$ cat config.mk
export PLATFORM = sky130hd
export DESIGN_NAME = stream_arbiter_flat
export DESIGN_NICKNAME = d
export VERILOG_FILES = /design/src/rtl/stream_arbiter_pkg.sv /design/src/rtl/stream_arbiter_if.sv /design/src/rtl/stream_arbiter_rr_picker.sv /design/src/rtl/stream_arbiter.sv /design/src/flat_wrapper.sv
export SDC_FILE = /design/constraint.sdc
export NUM_CORES = 1
export LEC_CHECK = 0
export CAP_MARGIN = 5
export CORE_MARGIN = 4
export CORE_UTILIZATION = 35
export CTS_CLUSTER_DIAMETER = 40
export DETAILED_ROUTE_END_ITERATION = 12
export GPL_ROUTABILITY_DRIVEN = 0
export PLACE_DENSITY = 0.75
export SLEW_MARGIN = 20
export SYNTH_ARGS = -nofsm -noshare
export SYNTH_HDL_FRONTEND = slang
export SYNTH_SLANG_ARGS = --single-unit
$ cat constraint.sdc
create_clock -name clk -period 2.15 [get_ports clk]
set_clock_uncertainty 0.2 [all_clocks]
set_input_delay 0.215 -clock clk [delete_from_list [all_inputs] [get_ports clk]]
set_output_delay 0.215 -clock clk [all_outputs]
set_load 0.01 [all_outputs]
$ cat src/rtl/stream_arbiter_pkg.sv
// Shared definitions for the stream blocks: arbitration FSM states and the
// helper that sizes source-index fields.
package stream_pkg;

    typedef enum logic {
        IDLE  = 1'b0,
        GRANT = 1'b1
    } arb_state_t;

    // Width of a field able to hold any source index 0..n_src-1.
    function automatic int id_width(input int n_src);
        return (n_src > 1) ? $clog2(n_src) : 1;
    endfunction

endpackage

$ cat src/rtl/stream_arbiter_if.sv
// Bundle of the per-source input streams and the single arbitrated output
// stream. The master modport is the arbiter's view, the slave modport is the
// view of the surrounding logic that feeds the sources and sinks the output.
interface stream_arbiter_if #(
    parameter int T_DATA_WIDTH = 8,
    parameter int N_SRC        = 4
) ();
    import stream_pkg::*;

    localparam int ID_W = id_width(N_SRC);

    logic [T_DATA_WIDTH-1:0] s_data_i [N_SRC];
    logic [N_SRC-1:0]        s_last_i;
    logic [N_SRC-1:0]        s_valid_i;
    logic [N_SRC-1:0]        s_ready_o;

    logic [T_DATA_WIDTH-1:0] m_data_o;
    logic                    m_last_o;
    logic [ID_W-1:0]         m_id_o;
    logic                    m_valid_o;
    logic                    m_ready_i;

    modport master (
        input  s_data_i,
        input  s_last_i,
        input  s_valid_i,
        output s_ready_o,
        output m_data_o,
        output m_last_o,
        output m_id_o,
        output m_valid_o,
        input  m_ready_i
    );

    modport slave (
        output s_data_i,
        output s_last_i,
        output s_valid_i,
        input  s_ready_o,
        input  m_data_o,
        input  m_last_o,
        input  m_id_o,
        input  m_valid_o,
        output m_ready_i
    );

endinterface

$ cat src/rtl/stream_arbiter_rr_picker.sv
// Combinational round-robin picker: returns the first requesting index at or
// after ptr, wrapping around to the lowest requester below ptr.
module rr_picker #(
    parameter int N_SRC = 4,
    parameter int ID_W  = 2
) (
    input  logic [N_SRC-1:0] req_i,
    input  logic [ID_W-1:0]  ptr_i,
    output logic [ID_W-1:0]  gnt_o,
    output logic             any_o
);

    logic found;

    // First pass covers ptr..N_SRC-1; second pass finds the lowest requester,
    // which is the wrapped winner whenever the first pass found nothing.
    always_comb begin
        gnt_o = '0;
        found = 1'b0;
        for (int i = 0; i < N_SRC; i++) begin
            if (!found && req_i[i] && (ID_W'(i) >= ptr_i)) begin
                found = 1'b1;
                gnt_o = ID_W'(i);
            end
        end
        for (int i = 0; i < N_SRC; i++) begin
            if (!found && req_i[i]) begin
                found = 1'b1;
                gnt_o = ID_W'(i);
            end
        end
        any_o = |req_i;
    end

endmodule

$ cat src/rtl/stream_arbiter.sv
// Packet-level round-robin arbiter: locks onto one source for a whole packet
// and forwards its beats through a single registered output stage.
module stream_arbiter
    import stream_pkg::*;
#(
    parameter int T_DATA_WIDTH = 8,
    parameter int N_SRC        = 4
) (
    input  logic             clk,
    input  logic             rst_n,
    stream_arbiter_if.master bus
);

    localparam int ID_W = id_width(N_SRC);

    arb_state_t              state_q, state_d;
    logic [ID_W-1:0]         ptr_q, ptr_d;
    logic [ID_W-1:0]         grant_q, grant_d;
    logic [T_DATA_WIDTH-1:0] m_data_q, m_data_d;
    logic                    m_last_q, m_last_d;
    logic [ID_W-1:0]         m_id_q, m_id_d;
    logic                    m_valid_q, m_valid_d;

    logic [ID_W-1:0]         pick_gnt;
    logic                    pick_any;
    logic                    out_free;
    logic                    accept;
    logic [N_SRC-1:0]        s_ready;
    logic [T_DATA_WIDTH-1:0] sel_data;
    logic                    sel_last;

    rr_picker #(
        .N_SRC (N_SRC),
        .ID_W  (ID_W)
    ) u_picker (
        .req_i (bus.s_valid_i),
        .ptr_i (ptr_q),
        .gnt_o (pick_gnt),
        .any_o (pick_any)
    );

    // Ready only towards the granted source, only when the output stage can
    // take a beat, and never while reset is held.
    always_comb begin
        out_free = ~m_valid_q | bus.m_ready_i;
        s_ready  = '0;
        sel_data = '0;
        sel_last = 1'b0;
        for (int i = 0; i < N_SRC; i++) begin
            s_ready[i] = (state_q == GRANT) && (grant_q == ID_W'(i)) && out_free && !rst_n;
            if (grant_q == ID_W'(i)) begin
                sel_data = bus.s_data_i[i];
                sel_last = bus.s_last_i[i];
            end
        end
        accept = |(s_ready & bus.s_valid_i);
    end

    // Next-state: arbitrate in IDLE, hold the grant until the last beat, and
    // load or drain the output register.
    always_comb begin
        state_d   = state_q;
        ptr_d     = ptr_q;
        grant_d   = grant_q;
        m_data_d  = m_data_q;
        m_last_d  = m_last_q;
        m_id_d    = m_id_q;
        m_valid_d = m_valid_q;

        case (state_q)
            IDLE: begin
                if (pick_any) begin
                    grant_d = pick_gnt;
                    state_d = GRANT;
                end
            end
            GRANT: begin
                if (accept && sel_last) begin
                    ptr_d   = (grant_q == ID_W'(N_SRC - 1)) ? '0 : grant_q + 1'b1;
                    state_d = IDLE;
                end
            end
            default: state_d = IDLE;
        endcase

        if (accept) begin
            m_data_d  = sel_data;
            m_last_d  = sel_last;
            m_id_d    = grant_q;
            m_valid_d = 1'b1;
        end else if (bus.m_ready_i) begin
            m_valid_d = 1'b0;
        end
    end

    // State and output registers; reset drops any partial packet and the
    // buffered beat and restarts arbitration from source 0.
    always_ff @(posedge clk) begin
        if (rst_n) begin
            state_q   <= IDLE;
            ptr_q     <= '0;
            grant_q   <= '0;
            m_data_q  <= '0;
            m_last_q  <= 1'b0;
            m_id_q    <= '0;
            m_valid_q <= 1'b0;
        end else begin
            state_q   <= state_d;
            ptr_q     <= ptr_d;
            grant_q   <= grant_d;
            m_data_q  <= m_data_d;
            m_last_q  <= m_last_d;
            m_id_q    <= m_id_d;
            m_valid_q <= m_valid_d;
        end
    end

    assign bus.s_ready_o = s_ready;
    assign bus.m_data_o  = m_data_q;
    assign bus.m_last_o  = m_last_q;
    assign bus.m_id_o    = m_id_q;
    assign bus.m_valid_o = m_valid_q;

endmodule

$ cat src/flat_wrapper.sv
// flat-port wrapper written by rule: the top's interface ports become plain ports
module stream_arbiter_flat import stream_pkg::*;
#(
    parameter int T_DATA_WIDTH = 8,
    parameter int N_SRC        = 4
)
  (clk, rst_n, bus_s_data_i, bus_s_last_i, bus_s_valid_i, bus_s_ready_o, bus_m_data_o, bus_m_last_o, bus_m_id_o, bus_m_valid_o, bus_m_ready_i);
  stream_arbiter_if #(.T_DATA_WIDTH(T_DATA_WIDTH), .N_SRC(N_SRC)) bus_i ();
  input  logic clk;
  input  logic rst_n;
  input wire logic [$bits(bus_i.s_data_i)-1:0] bus_s_data_i;
  input wire logic [$bits(bus_i.s_last_i)-1:0] bus_s_last_i;
  input wire logic [$bits(bus_i.s_valid_i)-1:0] bus_s_valid_i;
  output wire logic [$bits(bus_i.s_ready_o)-1:0] bus_s_ready_o;
  output wire logic [$bits(bus_i.m_data_o)-1:0] bus_m_data_o;
  output wire logic [$bits(bus_i.m_last_o)-1:0] bus_m_last_o;
  output wire logic [$bits(bus_i.m_id_o)-1:0] bus_m_id_o;
  output wire logic [$bits(bus_i.m_valid_o)-1:0] bus_m_valid_o;
  input wire logic [$bits(bus_i.m_ready_i)-1:0] bus_m_ready_i;
  assign bus_i.s_data_i = {>>{bus_s_data_i}};
  assign bus_i.s_last_i = bus_s_last_i;
  assign bus_i.s_valid_i = bus_s_valid_i;
  assign bus_s_ready_o = bus_i.s_ready_o;
  assign bus_m_data_o = bus_i.m_data_o;
  assign bus_m_last_o = bus_i.m_last_o;
  assign bus_m_id_o = bus_i.m_id_o;
  assign bus_m_valid_o = bus_i.m_valid_o;
  assign bus_i.m_ready_i = bus_m_ready_i;
  stream_arbiter #(.T_DATA_WIDTH(T_DATA_WIDTH), .N_SRC(N_SRC)) u_core (.clk(clk), .rst_n(rst_n), .bus(bus_i));
endmodule
Word level (Yosys, flattened, before mapping)
Index checks and enable logic that the tools add are counted.
{"block": "classes", "add_sub_neg": 1, "n_lt_le_gt_ge": 4, "eq_ne": 3, "mux": 28, "bitwise": 4, "reduce_logical": 38}
{"operator": "8-bit two-way mux", "count": 4}
{"operator": "1-bit logical AND", "count": 24}
{"operator": "1-bit two-way mux", "count": 16}
{"operator": "2-bit two-way mux", "count": 7}
{"operator": "1-bit zero test", "count": 8}
{"operator": "4-bit OR reduction", "count": 2}
{"operator": "4-bit bitwise AND", "count": 1}
{"operator": "2-bit equality test (second input constant)", "count": 2}
{"operator": "1-bit by 2-bit greater-or-equal comparator with 1-bit output (first input constant)", "count": 2}
{"operator": "2-bit greater-or-equal comparator (first input constant)", "count": 2}
{"operator": "2-bit AND reduction", "count": 2}
{"operator": "2-bit by 1-bit adder with 2-bit output (second input constant)", "count": 1}
{"operator": "2-bit by 1-bit equality test with 1-bit output (second input constant)", "count": 1}
{"operator": "2-bit zero test", "count": 1}
{"operator": "1-bit inverter", "count": 2}
{"operator": "1-bit one-hot mux with 2 select lines", "count": 1}
{"operator": "2-bit nonzero test", "count": 1}
{"operator": "1-bit bitwise OR", "count": 1}
{"block": "word_totals", "regBits": 17, "inputBits": 43, "output_inout_bits": 16, "word_cells": 85}

Logic depth before layout (Yosys ltp)
Gate-level depths: netlist of the first run.
{"block": "logic_depth", "ltp_word": 27, "ltp_mapped": 8, "mapped_depth_nobuf": 6}

Modules after synthesis
A second synthesis of the first run with hierarchy kept.
{"block": "hier_totals", "cells_unflattened": 149, "area_unflattened_um2": 1114.8}
{"module": "stream_arbiter", "instances": 1, "cells_each": 137, "area_each_um2": 1041.0, "seq_area_each_um2": 340.3}
{"module": "rr_picker", "instances": 1, "cells_each": 12, "area_each_um2": 73.8, "seq_area_each_um2": 0.0}

Worst setup path before layout of the first run
OpenSTA, ideal clock, no wires.
{"block": "synth_timing", "path_type": "reg2reg", "start": "reg u_core.grant_q[0]", "end": "reg u_core.ptr_q[0]", "setup_ps": 121, "arrival_ps": 1768, "t_required_ps": 1829, "path_slack_ps": 61, "stages_incl_launch_ff": 8, "path_buffers": 1, "period_less_slack_ps": 2089, "cell_sequence": "dfxtp_1 > inv_1 > ha_1 > clkbuf_1 > nor2b_1 > o21ai_0 > o311ai_4 > mux2_4"}
{"block": "synth_between", "elab_chain_len": 8, "word_cells_on_any_way": 26, "cone_classes": "1 x add/sub; 3 x eq/ne; 5 x mux; 1 x bitwise; 16 x reduce/logical"}
{"item": "start: declaration", "line_no": "stream_arbiter.sv:18", "text": "logic [ID_W-1:0] grant_q, grant_d;"}
{"item": "start signal: assignment", "line_no": "stream_arbiter.sv:110", "text": "grant_q <= grant_d;"}
{"item": "2-bit by 1-bit equality test with 1-bit output, or another cell as far along", "line_no": "stream_arbiter.sv:50, stream_arbiter.sv:51"}
{"item": "1-bit logical AND (3 in a row)", "line_no": "stream_arbiter.sv:50", "text": "s_ready[i] = (state_q == GRANT) && (grant_q == ID_W'(i)) && out_free && !rst_n;"}
{"item": "4-bit bitwise AND", "line_no": "stream_arbiter.sv:56", "text": "accept = |(s_ready & bus.s_valid_i);"}
{"item": "4-bit OR reduction", "line_no": "stream_arbiter.sv:56"}
{"item": "1-bit logical AND", "line_no": "stream_arbiter.sv:78", "text": "if (accept && sel_last) begin"}
{"item": "2-bit AND reduction (no line)"}
{"item": "end signal: assignment", "line_no": "stream_arbiter.sv:109", "text": "ptr_q <= ptr_d;"}
{"item": "end: declaration", "line_no": "stream_arbiter.sv:17", "text": "logic [ID_W-1:0] ptr_q, ptr_d;"}
Parallel ways exist; a longest one is shown, timed or not.
A chain may end at the register's enable or synchronous reset.

Final worst setup path of the first run
{"block": "layout_timing", "start": "reg u_core.grant_q[0]", "end": "reg u_core.ptr_q[1]"}
Same word-level chain as after synthesis.

==> results of run 1 <==
[cells by family after synthesis]
kind of cell / Yosys count / share of synthesized area (%)
and+or+nand+nor: 43 / 18.06
AOI/OAI and AO/OA: 40 / 34.73
buffers and inverters: 22 / 8.494
DFF: 17 / 29.25
muxes: 5 / 5.161
adders and majority gates: 4 / 4.301
[final cells by class]
| cell class | count | area [um2] |
|---|---|---|
| fillers | 271 | 1122 |
| multi-input cells | 92 | 777.0 |
| repair buffers | 81 | 752.0 |
| flip-flops and latches | 17 | 346.6 |
| well taps | 44 | 55.05 |
| inverters | 12 | 47.55 |
| clock buffers | 3 | 22.52 |
| clock inverters | 1 | 5.005 |
[timing repair]
item	in CTS	in global routing
gates cloned	1	1
gates resized for setup	13	12
setup endpoints to repair	11	12
setup buffers	0	4
pin swaps	0	2
[state kept, by name (all words and copies together), names as in the netlist]
register / flops
u_core.bus.m_data_o: 8
u_core.bus.m_id_o: 2
u_core.grant_q: 2
u_core.ptr_q: 2
u_core.bus.m_last_o: 1
u_core.bus.m_valid_o: 1
u_core.state_q: 1
[layout by cell type, fill, tap and decap left out, drive strengths merged, types with 5 or more instances in the layout]
cell type / count
clkdlybuf4s50: 53
buf: 22
nor2: 19
dfxtp: 17
inv: 12
nand2: 11
a221oi: 7
a211o: 7
a311oi: 7
and2: 5
a21oi: 5
dlygate4sd2: 5
nor2b: 5
[synthesized netlist by cell type]
| library cell | n | area (um2) |
|---|---|---|
| sky130_fd_sc_hd__dfxtp_1 | 17 | 340.3 |
| sky130_fd_sc_hd__inv_1 | 12 | 45.04 |
| sky130_fd_sc_hd__nor2_1 | 12 | 45.04 |
| sky130_fd_sc_hd__nand2_1 | 11 | 41.29 |
| sky130_fd_sc_hd__a211o_1 | 7 | 61.31 |
| sky130_fd_sc_hd__a221oi_1 | 7 | 61.31 |
| sky130_fd_sc_hd__a311oi_2 | 7 | 105.1 |
| sky130_fd_sc_hd__nor2_2 | 7 | 43.79 |
| sky130_fd_sc_hd__a21oi_1 | 5 | 25.02 |
| sky130_fd_sc_hd__and2_1 | 5 | 31.28 |
| sky130_fd_sc_hd__clkbuf_1 | 5 | 18.77 |
| sky130_fd_sc_hd__nor2b_1 | 5 | 31.28 |
| sky130_fd_sc_hd__ha_1 | 4 | 50.05 |
| sky130_fd_sc_hd__mux2i_1 | 3 | 30.03 |
| sky130_fd_sc_hd__a22oi_1 | 2 | 15.01 |
| sky130_fd_sc_hd__buf_1 | 2 | 7.510 |
| sky130_fd_sc_hd__buf_6 | 2 | 22.52 |
| sky130_fd_sc_hd__mux2_4 | 2 | 30.03 |
| sky130_fd_sc_hd__o21ai_0 | 2 | 10.01 |
| sky130_fd_sc_hd__a2111oi_4 | 1 | 27.53 |
| sky130_fd_sc_hd__a211oi_1 | 1 | 7.510 |
| sky130_fd_sc_hd__a211oi_2 | 1 | 12.51 |
| sky130_fd_sc_hd__a21boi_0 | 1 | 7.510 |
| sky130_fd_sc_hd__a22o_1 | 1 | 8.760 |
| sky130_fd_sc_hd__a22oi_2 | 1 | 12.51 |
| sky130_fd_sc_hd__buf_2 | 1 | 5.000 |
| sky130_fd_sc_hd__nand2b_1 | 1 | 6.260 |
| sky130_fd_sc_hd__nor3_1 | 1 | 5.000 |
| sky130_fd_sc_hd__nor4_1 | 1 | 6.260 |
| sky130_fd_sc_hd__o221ai_1 | 1 | 8.760 |
| sky130_fd_sc_hd__o22ai_1 | 1 | 6.260 |
| sky130_fd_sc_hd__o311ai_4 | 1 | 26.28 |
| sky130_fd_sc_hd__o32ai_1 | 1 | 8.760 |
[power by group through the flow]
stage | clock [mW] | combinational [mW] | sequential (mW)
floorplan | 0 | 0.176 | 0.364
global placement | 0 | 0.347 | 0.360
detailed placement | 0 | 0.358 | 0.360
CTS | 0.174 | 0.360 | 0.354
global route | 0.190 | 0.412 | 0.360
finish | 0.170 | 0.380 | 0.357
[how the worst max path moves through the flow]
| stage | slack (ps) | start | cells after the start | to |
|---|---|---|---|---|
| 2_1_floorplan | 60 | u_core.grant_q[0]$_SDFFE_PP0P_ | 7 | u_core.ptr_q[0]$_SDFFE_PP0P_ |
| 3_3_place_gp | -90 | rst_n | 5 | bus_s_ready_o[2] |
| 3_5_place_dp | -180 | bus_s_valid_i[2] | 6 | u_core.bus.m_data_o[2]$_SDFFE_PP0P_ |
| 4_1_cts | 10 | u_core.grant_q[0]$_SDFFE_PP0P_ | 7 | u_core.bus.m_data_o[2]$_SDFFE_PP0P_ |
| 5_1_grt | -20 | u_core.grant_q[0]$_SDFFE_PP0P_ | 7 | u_core.bus.m_data_o[2]$_SDFFE_PP0P_ |
| 6_report | 70 | u_core.grant_q[0]$_SDFFE_PP0P_ | 6 | u_core.ptr_q[1]$_SDFFE_PP0P_ |
[per-stage QoR]
step           hold slack (ps)  instance area (um2)
2_1_floorplan            173.1                 1164
3_3_place_gp             263.5                 1873
3_5_place_dp             283.7                 1873
4_1_cts                  299.3                 1921
5_1_grt                  318.4                 2006
6_report                 290.3                 2006
[worst max-delay path: cells and delay by family (launching register included)]
| family | cells | cell delay (ps) |
|---|---|---|
| muxes | 1 | 330 |
| DFF | 1 | 390 |
| buffers and inverters | 1 | 90 |
| AOI/OAI and AO/OA | 3 | 820 |
| adders and majority gates | 1 | 150 |
[per-layer routing]
metal | wire [um] | GRT usage [%] | vias up | part of all wire [%]
met3 | 212 | 5.641 | 6 | 5.7
met1 | 1464 | 17.88 | 599 | 40
met5 | 0 | 0 | - | 0
met2 | 1962 | 33.54 | 48 | 53
li1 | - | - | 623 | -
met4 | 56 | 4.145 | 0 | 1.5
==> results.ini, run 1 <==
[yosys]
area_of_the_mapped_netlist_um2=1164
postSynthRegisterBits=17
synthesis.area_per_instance_um2=8.883
synth-warning-count=0
synth_seq_area_share_pct=29.25
synthesis.nets=178
netlist_instances=131
synth_cell_type_count=33

[power_and_ir_drop]
vdd_drop_max_mv=0.2411
netSwitchingPower_uw=280.3
clock_power_share_pct=18.8
p_total_uw=907.4
power_per_cell_area_nw_per_um2=452.4
switching_share_pct=30.89
share_comb_of_total_power_pct=41.9
power.leakage_nw=0.7828
power_report.internal_total_uw=627.1
seq_pwr_share_pct=39.3

[drt]
totalWireLength_mm=3.696
route.detailed.wl_per_inst_um=14.78
ant_nets=0
detail_route.iter0.violations=32
remaining_drc_errors=0
drtPass1Iterations=4
detailroute.via_count=1276
vias_per_cell=5.104

[global_route]
grt_first_pass_wirelength_mm=5.920
initial_antenna_violation_count=0
pin_count_of_the_biggest_net_entering_global_routing=18
global_route.overflow_total=0
grt.total_usage_pct=17.44
via_count_of_the_first_global_routing_pass=1374

[worst_setup_path]
timing.rr.start=u_core.grant_q[0]$_SDFFE_PP0P_
worst_r2r_path_depth=6
critical_path.slowest_cell=sky130_fd_sc_hd__a2111oi_4
end_kind=flip-flop
arrival_ps=2070
required_ps=2140
crit_fanout=4
worst_r2r_endpoint=u_core.ptr_q[1]$_SDFFE_PP0P_
series_of_cell_instances_along_the_critical_path=inv_4, ha_4, a22oi_2, a2111oi_4, o311ai_4, mux2_4
critPathLaunchType=flip-flop
criticalPathCategory=flip-flop to flip-flop
cp_slowest_stage_delay_ps=510
setup.reg_to_reg.worst_slack_ps=70

[sta]
worst_pin_slew_ps=452.1
layout_setup_ws_ps=70.39
finalMaxSlewViolations=0
fin_setup_tns_ps=0
maxSlewHeadroom_pct=69.86
final_hold_viol_count=0
fin_crit_sh_pct=96.73
fmax_ghz=0.4809
layout_min_cycle_time_ps=2080
finalSetupViolCount=0

[clock_network]
tritoncts.num_buffers=3
clockBufferDepth=2
clock_latency_ps=290
numClockSinks=17
clkTransAtPathRegs_ps=100
cts_root_buf=sky130_fd_sc_hd__clkbuf_4
htree_num_levels=1
cts_hold_buf=0
cts_tree=done

[place]
port_buffers=58
pre_cts_ws_ps=-180.5
placed_cells=240
dpl.hpwl_mm=2.857

[hold_path]
hp-start=u_core.bus.m_last_o$_SDFFE_PP0P_
worst_hold_endpoint=u_core.bus.m_last_o$_SDFFE_PP0P_
hold-path-cell-count=2
hold_path_class=flip-flop to flip-flop

[cells_and_area]
design.final.nets=254
utilization_pct=64.12
finish.cell_count_without_fillers=250
antenna_cells=0
fraction_of_final_layout_cells_with_drive_strength_greater_than_1_pct=28.64
syn2layout_area_growth_pct=72.37

[floorplan]
placeableCoreArea_um2=3128
die_height_um=65.66
design.die.area_um2=4311
number_of_placement_rows=20
i_o_pin_count=59
initial_utilization_pct=37.20
dieWidth_um=65.66

[job]
max_cap_viol=0

[run_status]
outcome=complete, no violations

No activity file was read; power rests on OpenSTA's default activity.
==> run 2, diff against run 1 <==
PLACE_DENSITY = 0.72   (was 0.75)
clock period = 2.6 ns   (was 2.15 ns; I/O delays follow)
==> run 2 against run 1 <==
Non-clock buffer count fell by 17. Via count decreased by 8.9%. Worst setup slack improved by 120 ps.
==> results.ini, run 2 (synthesis gave the netlist of run 1 again) <==
[drt]
drtPass1Iterations=4  ; unchanged
totalWireLength_mm=3.328  ; -10%
vias_per_cell=4.987  ; -2.3%
remaining_drc_errors=0  ; unchanged
detail_route.iter0.violations=38  ; +19%
route.detailed.wl_per_inst_um=14.28  ; -3.4%
detailroute.via_count=1162  ; -8.9%
ant_nets=0  ; unchanged

[global_route]
grt_first_pass_wirelength_mm=5.658  ; -4.4%
global_route.overflow_total=0  ; unchanged
initial_antenna_violation_count=0  ; unchanged
via_count_of_the_first_global_routing_pass=1237  ; -10%
grt.total_usage_pct=16.61  ; -0.83 points
pin_count_of_the_biggest_net_entering_global_routing=22  ; +4

[clock_network]
htree_num_levels=1  ; unchanged
tritoncts.num_buffers=3  ; unchanged
clockBufferDepth=2  ; unchanged
post-cts-setup-buffers=0  ; unchanged
numClockSinks=17  ; unchanged
clock_latency_ps=290  ; about the same
postCtsResizedCells=0  ; -13
cts_hold_buf=0  ; unchanged
cts_root_buf=sky130_fd_sc_hd__clkbuf_4
clkTransAtPathRegs_ps=110  ; about the same
cts_tree=done

[sta]
finalSetupViolCount=0  ; unchanged
fin_crit_sh_pct=92.57
maxSlewHeadroom_pct=71.29  ; +1.4 points
fmax_ghz=0.4155
worst_pin_slew_ps=427.4  ; -24.69 ps
unrepaired_setup_endpoints_after_global_routing=false
layout_setup_ws_ps=193.2  ; +122.8 ps
finalMaxSlewViolations=0  ; unchanged
final_hold_viol_count=0  ; unchanged
layout_min_cycle_time_ps=2407
fin_setup_tns_ps=0  ; unchanged

[cells_and_area]
final_design_area_no_fill_um2=1821  ; -9.2%
fraction_of_final_layout_cells_with_drive_strength_greater_than_1_pct=15.87  ; -13 points
most_common_cell_after_layout_fill_and_taps_aside=sky130_fd_sc_hd__clkdlybuf4s50_1
antenna_cells=0  ; unchanged
design.final.nets=237  ; -6.7%
largest_register_ffs=8  ; unchanged
fillers=314  ; +16%
syn2layout_area_growth_pct=56.45
final_cell_mix=58 x sky130_fd_sc_hd__clkdlybuf4s50_1, 17 x sky130_fd_sc_hd__dfxtp_1, 12 x sky130_fd_sc_hd__inv_1, 12 x sky130_fd_sc_hd__nor2_1, 11 x sky130_fd_sc_hd__nand2_1

[floorplan]
i_o_pin_count=59  ; unchanged
die_height_um=65.66  ; unchanged
number_of_placement_rows=20  ; unchanged
dieWidth_um=65.66  ; unchanged
design.die.area_um2=4311  ; unchanged
placeableCoreArea_um2=3128  ; unchanged
initial_utilization_pct=37.20  ; unchanged

[place]
pre_cts_ws_ps=212.5  ; +392.9 ps
dpl.hpwl_mm=2.667  ; -6.7%
port_buffers=58  ; unchanged
placed_area_um2=1790  ; -4.4%

[worst_setup_path]
required_ps=2140  ; about the same
arrival_ps=1950  ; -120 ps
crit_fanout=18  ; +14
end_kind=primary output
critPathLaunchType=flip-flop
criticalPathCategory=flip-flop to primary output

[power_and_ir_drop]
power.leakage_nw=0.6687  ; -15%
p_total_uw=712.9  ; -21%
power_per_cell_area_nw_per_um2=391.6  ; -13%
vdd_drop_max_mv=0.2392  ; -0.79%

[run_status]
outcome=complete, no violations

[hold_path]
hold_path_class=flip-flop to flip-flop

[job]
max_cap_viol=0  ; unchanged

[run 2: layer usage]
metal	track usage [%]	part of all wire, %
met5	0	0
met4	2.332	0.81
met2	28.91	50
met3	6.154	7.4
met1	19.73	42
[run 2: through the flow]
step / utilization (%) / cells / hold slack (ps)
after floorplan: - / 131 / 218.1
after global placement: 57.24 / 229 / 266.7
after detailed placement: 57.24 / 229 / 284.2
after CTS: 58.20 / 233 / 301.9
after global routing: 58.20 / 233 / 343.6
final: 58.20 / 233 / 295.0
[run 2: worst paths after layout]
| kind | start | end | slack (ps) | depth (start not counted) |
|---|---|---|---|---|
| setup / recovery | u_core.grant_q[0]$_SDFFE_PP0P_ | bus_s_ready_o[2] | 190 | 5 |
| hold / removal | u_core.bus.m_last_o$_SDFFE_PP0P_ | u_core.bus.m_last_o$_SDFFE_PP0P_ | 290 | 2 |
| setup reg to reg | u_core.grant_q[0]$_SDFFE_PP0P_ | u_core.bus.m_id_o[1]$_SDFFE_PP0P_ | 350 | 7 |
| hold reg to reg | u_core.bus.m_last_o$_SDFFE_PP0P_ | u_core.bus.m_last_o$_SDFFE_PP0P_ | 290 | 2 |
[run 2: final cells by class]
type                       count  area, um2  area share [%]
clock inverter                 1      7.507          0.4124
timing repair buffer          64      625.6           34.36
inverter                      12      45.04           2.474
sequential                    17      340.3           18.69
multi-input combinational     92      724.4           39.79
tap                           44      55.05           3.024
clock buffer                   3      22.52           1.237
[run 2: critical path, cell delays in order (launching register included)]
cell and delay [ps]:
sky130_fd_sc_hd__dfxtp_1 380, sky130_fd_sc_hd__inv_1 130, sky130_fd_sc_hd__ha_1 220, sky130_fd_sc_hd__buf_4 250, sky130_fd_sc_hd__and2_1 150, sky130_fd_sc_hd__clkdlybuf4s50_1 530
[run 2: power by group]
group	switching, mW	leakage, nW	internal [mW]
Sequential	0.0151	0.139	0.278
Combinational	0.118	0.516	0.156
Clock	0.0870	0.0139	0.0585
